==> src/rtl/subr4u_pkg.sv <==
// rtl/subr4u_pkg.sv - shared types and constants for the bit-serial subtractor
package subr4u_pkg;

    typedef enum logic [1:0] {
        IDLE = 2'd0,
        BUSY = 2'd1,
        DONE = 2'd2
    } state_t;

    localparam int DEF_WIDTH = 4;
    localparam int CNT_W     = $clog2(DEF_WIDTH);

endpackage

==> src/rtl/subr4u_serial_fsub1.sv <==
// rtl/subr4u_serial_fsub1.sv - combinational 1-bit full subtractor cell
// Ports: x (minuend bit), y (subtrahend bit), bin (borrow in),
//        diff (difference bit), bout (borrow out).
module fsub1 (
    input  logic x,
    input  logic y,
    input  logic bin,
    output logic diff,
    output logic bout
);

    assign diff = x ^ y ^ bin;
    assign bout = (~x & y) | (~x & bin) | (y & bin);

endmodule

==> src/rtl/subr4u_serial.sv <==
// rtl/subr4u_serial.sv - bit-serial unsigned subtractor with add-back self-check
// Ports: clk, rst (async, active-high); in_valid/in_ready with operands a, b;
//        out_valid/out_ready with results d = (a-b) mod 2^WIDTH, borrow = (a<b),
//        chk_err = add-back mismatch flag.
module subr4u_serial
    import subr4u_pkg::*;
#(
    parameter int WIDTH = DEF_WIDTH
) (
    input  logic             clk,
    input  logic             rst,
    input  logic             in_valid,
    output logic             in_ready,
    input  logic [WIDTH-1:0] a,
    input  logic [WIDTH-1:0] b,
    output logic             out_valid,
    input  logic             out_ready,
    output logic [WIDTH-1:0] d,
    output logic             borrow,
    output logic             chk_err
);

    localparam int CW = (WIDTH > 1) ? $clog2(WIDTH) : 1;

    state_t state, state_next;

    logic [WIDTH-1:0] sa, sb, a_orig, b_orig, res;
    logic [CW-1:0]    cnt;
    logic             br;

    logic             cell_diff, cell_bout;
    logic             last_bit;
    logic [WIDTH-1:0] d_next;
    logic [WIDTH:0]   addback;
    logic             chk_next;

    // The single reused cell: one bit of the subtraction per BUSY cycle.
    fsub1 u_cell (
        .x    (sa[0]),
        .y    (sb[0]),
        .bin  (br),
        .diff (cell_diff),
        .bout (cell_bout)
    );

    assign last_bit = (cnt == CW'(WIDTH - 1));

    // Result fills from the MSB side, so after WIDTH shifts bit 0 is the LSB.
    assign d_next   = {cell_diff, res[WIDTH-1:1]};

    // Add the difference back to the original subtrahend; with the final borrow
    // as the top bit this must reproduce the original minuend.
    assign addback  = {1'b0, d_next} + {1'b0, b_orig};
    assign chk_next = (addback != {cell_bout, a_orig});

    always_ff @(posedge clk or posedge rst) begin
        if (rst) begin
            state <= IDLE;
        end else begin
            state <= state_next;
        end
    end

    always_comb begin
        state_next = state;
        in_ready   = 1'b0;
        out_valid  = 1'b0;
        case (state)
            IDLE: begin
                in_ready = ~rst;
                if (in_valid && in_ready) begin
                    state_next = BUSY;
                end
            end
            BUSY: begin
                if (last_bit) begin
                    state_next = DONE;
                end
            end
            DONE: begin
                out_valid = 1'b1;
                if (out_ready) begin
                    state_next = IDLE;
                end
            end
            default: state_next = IDLE;
        endcase
    end

    always_ff @(posedge clk or posedge rst) begin
        if (rst) begin
            sa      <= '0;
            sb      <= '0;
            a_orig  <= '0;
            b_orig  <= '0;
            res     <= '0;
            cnt     <= '0;
            br      <= 1'b0;
            d       <= '0;
            borrow  <= 1'b0;
            chk_err <= 1'b0;
        end else begin
            case (state)
                IDLE: begin
                    if (in_valid) begin
                        sa     <= a;
                        sb     <= b;
                        a_orig <= a;
                        b_orig <= b;
                        br     <= 1'b0;
                        cnt    <= '0;
                    end
                end
                BUSY: begin
                    res <= d_next;
                    sa  <= sa >> 1;
                    sb  <= sb >> 1;
                    br  <= cell_bout;
                    cnt <= cnt + CW'(1);
                    // Visible outputs change only when the result is complete.
                    if (last_bit) begin
                        d       <= d_next;
                        borrow  <= cell_bout;
                        chk_err <= chk_next;
                    end
                end
                default: ;
            endcase
        end
    end

endmodule

==> config.mk <==
export PLATFORM = sky130hd
export DESIGN_NAME = subr4u_serial
export DESIGN_NICKNAME = d
export VERILOG_FILES = /design/src/rtl/subr4u_pkg.sv /design/src/rtl/subr4u_serial_fsub1.sv /design/src/rtl/subr4u_serial.sv
export SDC_FILE = /design/constraint.sdc
export NUM_CORES = 1
export LEC_CHECK = 0
export CAP_MARGIN = 20
export CORE_MARGIN = 2
export CORE_UTILIZATION = 57
export CTS_CLUSTER_DIAMETER = 50
export CTS_CLUSTER_SIZE = 8
export DETAILED_ROUTE_END_ITERATION = 10
export PLACE_DENSITY = 0.85
export SYNTH_ARGS = -nofsm -noshare
export SYNTH_HDL_FRONTEND = slang
export SYNTH_SLANG_ARGS = --single-unit
export TNS_END_PERCENT = 5
==> constraint.sdc <==
create_clock -name clk -period 4.23 [get_ports clk]
set_input_delay 0.6345 -clock clk [delete_from_list [all_inputs] [get_ports clk]]
set_output_delay 0.6345 -clock clk [all_outputs]
set_load 0.02 [all_outputs]
==> results of run 1 <==
-- metrics by stage --
stage | setup WS, ns | utilization (%) | cells | hold slack, ns
finish | 1.73 | 74.1 | 176 | 0.478
global route | 1.69 | 74.1 | 176 | 0.516
CTS | 1.73 | 74.1 | 176 | 0.480
detailed placement | 1.70 | 72.0 | 169 | 0.459
global placement | 1.77 | 70.8 | 168 | 0.455
floorplan | 2.44 | - | 124 | 0.439
-- cell usage after synthesis --
master	number	area (µm²)
nor2_2	1	6.26
inv_1	4	15.0
a21oi_1	5	25.0
nor4_2	1	12.5
nand2_1	30	113
dfrtp_1	30	751
mux2_2	11	124
ha_1	5	62.6
buf_2	1	5.00
nor3_1	1	5.00
nand2_4	1	11.3
nor2_1	4	15.0
fa_1	2	40.0
a22oi_1	3	22.5
a31oi_1	1	6.26
xnor2_1	4	35.0
a22o_1	2	17.5
a21o_1	2	15.0
nand3_1	3	15.0
xor2_1	3	26.3
buf_4	1	7.51
nor2b_1	1	6.26
buf_6	1	11.3
nand2b_1	1	6.26
o21ai_0	4	20.0
nor2b_2	1	8.76
nor3b_2	1	12.5
-- worst max-delay path by stage --
stage                  start       end  slack [ns]  cells after the start
CTS                      rst  in_ready        1.73                      3
global placement         rst  in_ready        1.77                      3
floorplan                 br   chk_err        2.44                      6
detailed placement  in_valid    cnt[0]        1.70                      4
finish                   rst  in_ready        1.73                      3
global route             rst  in_ready        1.69                      3
-- flip-flops by register name, indices dropped and copies added, names as in the netlist --
signal and cells:
sa 4, a_orig 4, chk_err 1, b_orig 4
sb 4, br 1, res 3, state 2
cnt 2, d 4, borrow 1
-- power by group through the flow --
stage	Clock, W	Sequential [W]	Combinational (W)
floorplan	0	0.000541	0.000532
global placement	0	0.000528	0.000686
detailed placement	0	0.000537	0.000735
CTS	0.000161	0.000532	0.000740
global route	0.000178	0.000547	0.000819
finish	0.000157	0.000530	0.000731
-- cells by family (layout without fill, tap and decap cells) --
logic type,count (synthesis),count (layout),synth area share [%]
fa+ha+maj,7,7,7.35
flops,30,30,53.8
xor+xnor,7,7,4.39
simple gates,45,45,15.2
buf+inv,7,31,2.78
mux,11,11,8.88
compound gates,17,17,7.62
-- final cells by class --
class                   instances  share of cell area [%]
clock buffers                   5                    2.25
multi-input cells              87                    36.2
inverters                       4                   0.898
well taps                      28                    2.10
flip-flops and latches         30                    44.9
clock inverters                 2                   0.599
repair buffers                 20                    13.0
-- tightest hold or removal path, cell delays in order (launching register included) --
cell     delay, ns
dfrtp_1       0.35
nand2_1       0.05
nand2_1       0.05
-- layer usage --
metal	global-route usage (%)	vias to the layer above	wire length, µm
li1	-	462	-
met1	28.7	488	1140
met2	37.7	28	1300
met3	7.63	8	134
met4	15.4	0	78
met5	0	-	0
==> impl_metrics.ini, run 1 <==
[status]
status = completed

[critical_path]
start_kind = primary input
path_cells = clkdlybuf4s50_1, nor3_1, clkdlybuf4s50_1
rrSetupSlack_ns = 2.27
critical-path-max-stage-delay_ns = 0.64
critPathMaxFanout = 3
cp_slowest_cell = clkdlybuf4s50_1
end_kind = output port
crit_top_cell = clkdlybuf4s50_1
arrival_ns = 1.86
worst-setup-path-type = in -> out
r2r_end = chk_err
required_ns = 3.60
path_delay_family = buffers and inverters
reg2reg_from = br
worst-r2r-cell-count = 6
critPathBufInv = 2

[job]
max-cap-violations = 0

[placement]
placed_cell_area_um2 = 1620
portBuffers = 19
gp_congestion = 0.820
dpl.hpwl_um = 2010

[logic_synthesis]
synthCells = 124
ys_seq_elements = 30
netlist_area_um2 = 1400
syn_nets = 143
syn-mean-instance-area_um2 = 11.3
ys_seq_area_share_pct = 53.8
synth.distinct_cells = 27
ys_warn_count = 0

[sta]
setup_viol = 0
hold_violations = 0
tightest_slew_ns = 0.885
maxSlewViolCount = 0
clock_skew_ns = 0.00598
final.min_clock_period_ns = 2.50
slew_headroom_pct = 40.7
max_freq_ghz = 0.400
fin_tns_setup_ns = 0
grt_setup_unrepaired = false
period_share_pct = 59.1

[die]
die_w_um = 53.5
core_area_um2 = 2250
start_util_pct = 61.9
dieArea_um2 = 2860
die_h_um = 53.5
io_pins = 20
rows = 17

[pwr]
comb_power_share_pct = 51.5
ir_drop_v = 0.000512
p_int_w = 0.000837
leakage_nw = 0.791
seq_power_share_pct = 37.4
power_w = 0.00142
p_switching_w = 0.000582
clockPowerShare_pct = 11.1
swShare_pct = 41.0
power_density_nw_per_um2 = 849

[clock_network]
clkSinkCount = 30
ctsHtreeMaxLevel = 2
clk_latency_ns = 0.33
ctsHoldBuffers = 0
cts_tree = done
postCtsSetupBuffers = 0
cts-buffers-inserted = 5
clockBufferDepth = 2
cts_resized = 0
clk_root_buffer_cell = clkbuf_4
clk_pin_slew_worst_paths_ns = 0.09

[finish]
seqCellArea_um2 = 751
multiInputGateArea_um2 = 606
num_antenna_cells = 0
fin_area_um2 = 1670
finalNetCount = 167
layout_common_cells = 30 x nand2_1, 30 x dfrtp_1, 19 x clkdlybuf4s50_1
area_growth_pct = 19.8
layout-drive-gt1-share_pct = 16.2
fillers = 174

[routing]
drt_iter0_drc = 19
dr.pass1.iters = 4
totalWireLength_um = 2650
vias = 986
antenna_left = 0
drc = 0
wire_per_inst_um = 15.0
vias_per_cell = 5.60

[hold_path]
min_from = sa[1]
hold_path_end = sa[1]
min_delay_path_depth = 2
hold_path_class = reg -> reg

[global_routing]
grt_usage_pct = 24.2
grt_pass1_vias = 1004
gr-total-overflow = 0
grt_start_max_net_pins = 22
antenna_found_initial = 0
grt_pass1_wl_um = 4550
(Power assumes the default switching activity.)
==> inputs of run 2 (changes only) <==
--- a/config.mk
+++ b/config.mk
@@ -7,11 +7,11 @@
 export LEC_CHECK = 0
 export CAP_MARGIN = 20
 export CORE_MARGIN = 2
-export CORE_UTILIZATION = 57
+export CORE_UTILIZATION = 53
 export CTS_CLUSTER_DIAMETER = 50
 export CTS_CLUSTER_SIZE = 8
 export DETAILED_ROUTE_END_ITERATION = 10
-export PLACE_DENSITY = 0.85
+export PLACE_DENSITY = 0.8
 export SYNTH_ARGS = -nofsm -noshare
 export SYNTH_HDL_FRONTEND = slang
 export SYNTH_SLANG_ARGS = --single-unit
==> constraint.sdc (replaced) <==
create_clock -name clk -period 2.3 [get_ports clk]
set_input_delay 0.345 -clock clk [delete_from_list [all_inputs] [get_ports clk]]
set_output_delay 0.345 -clock clk [all_outputs]
set_load 0.02 [all_outputs]
==> run 2 against run 1 <==
First-iteration DRC count fell by 47%; die area rose by 7.0%; critical endpoint is now chk_err; sequential share of layout area fell by 0.86 points; utilization fell by 5.4 points; register-to-register slack got worse by 1.9 ns; routed wire length rose by 3.8%; via count fell by 1.1%; non-clock buffer count rose by 3; setup slack got worse by 1.4 ns; global-route usage fell by 4.5 points.
==> impl_metrics.ini, run 2 (synthesis results as in run 1) <==
[sta]
tightest_slew_ns = 0.381
fin_tns_setup_ns = 0
grt_setup_unrepaired = false
clock_skew_ns = 0.00419
maxSlewViolCount = 0
final.min_clock_period_ns = 1.96
max_freq_ghz = 0.510
period_share_pct = 85.3
slew_headroom_pct = 74.6
hold_violations = 0
setup_viol = 0

[pwr]
leakage_nw = 0.807
clockPowerShare_pct = 14.8
swShare_pct = 38.9
power_density_nw_per_um2 = 1620
ir_drop_v = 0.000894
p_int_w = 0.00169
comb_power_share_pct = 50.0
p_switching_w = 0.00107
seq_power_share_pct = 35.2

[global_routing]
grt_pass1_wl_um = 4610
gr-total-overflow = 0
antenna_found_initial = 0
grt_usage_pct = 19.8
grt_pass1_vias = 1033
grt_start_max_net_pins = 31

[finish]
multiInputGateArea_um2 = 606
fillers = 202
num_antenna_cells = 0
seqCellArea_um2 = 751
layout_common_cells = 30 x nand2_1, 30 x dfrtp_1, 19 x clkdlybuf4s50_1
layout-drive-gt1-share_pct = 17.1
fin_util_pct = 68.8
fin_area_um2 = 1700
area_growth_pct = 22.2
finalNetCount = 170
final_cells = 182

[clock_network]
cts_resized = 0
clockBufferDepth = 2
clkSinkCount = 30
cts_tree = done
cts-buffers-inserted = 5
postCtsSetupBuffers = 0
ctsHoldBuffers = 0
clk_pin_slew_worst_paths_ns = 0.09
clk_root_buffer_cell = clkbuf_4
ctsHtreeMaxLevel = 2
clk_latency_ns = 0.33

[placement]
dpl.hpwl_um = 2020
placed_cell_area_um2 = 1630
placed_cells = 174
portBuffers = 19
gp_congestion = 0.803

[critical_path]
required_ns = 2.50
cp_slowest_cell = fa_1
end_kind = register
critical-path-max-stage-delay_ns = 0.57
worst-setup-path-type = reg -> reg
path_cells = fa_1, inv_1, ha_1, a21oi_1, xor2_1, a31oi_1
path_delay_family = adder cells
start_kind = register
critPathBufInv = 1
arrival_ns = 2.17
critPathMaxFanout = 3

[die]
io_pins = 20
dieArea_um2 = 3060
core_area_um2 = 2480
start_util_pct = 56.3
rows = 18
die_w_um = 55.3
die_h_um = 55.3

[routing]
wire_per_inst_um = 15.1
vias = 975
dr.pass1.iters = 4
totalWireLength_um = 2750
drc = 0
drt_iter0_drc = 10
vias_per_cell = 5.36
antenna_left = 0

[hold_path]
hold_path_class = in -> async

[status]
status = completed

[job]
max-cap-violations = 0
## run 2: changes by cell type in the layout (fill, tap and decap cells not counted), sizes merged
cell and delta:
bufinv +1, buf +3, clkbuf +2, clkinv -2
## run 2: power by group through the flow
stage          registers (W)  logic, W  clock network (W)
2_1_floorplan       0.000995  0.000978                  0
3_3_place_gp        0.000971   0.00129                  0
3_5_place_dp        0.000984   0.00138                  0
4_1_cts             0.000974   0.00138           0.000415
5_1_grt              0.00101   0.00154           0.000435
6_report            0.000973   0.00138           0.000410
## run 2: tightest hold or removal path: cells and delay by family
family	cells	cell delay (ns)
buffers and inverters	3	0.85
## run 2: cell type report
type / instances / area share, %
timing repair buffer: 23 / 12.9
inverter: 4 / 0.881
sequential: 30 / 44.1
clock inverter: 1 / 1.76
clock buffer: 7 / 2.64
multi-input combinational: 87 / 35.5
tap: 30 / 2.20
## run 2: per-layer routing
layer / global-route usage [%] / up-vias / part of all wire, %
met4: 10.8 / 0 / 3.1
met3: 4.68 / 13 / 4.7
met2: 32.3 / 28 / 49
li1: - / 465 / -
met1: 24.0 / 469 / 43
met5: 0 / - / 0
## run 2: path summary, 6_finish.rpt
path,startpoint,to,slack [ns],cells after the start
min in group clk,sb[1],sb[1],0.49,2
min,rst,d[0],0.45,3
max in group asynchronous,rst,cnt[1],1.57,3
max reg2reg,br,chk_err,0.34,6
max,br,chk_err,0.34,6
min reg2reg,sb[1],sb[1],0.49,2
## run 2: stage by stage
step                      setup WS [ns]  total power [W]  hold WS (ns)
after floorplan                   0.514          0.00197         0.436
after global placement            0.418          0.00226         0.454
after detailed placement          0.375          0.00236         0.466
after CTS                         0.327          0.00277         0.458
after global routing              0.264          0.00298         0.519
final                             0.338          0.00276         0.453
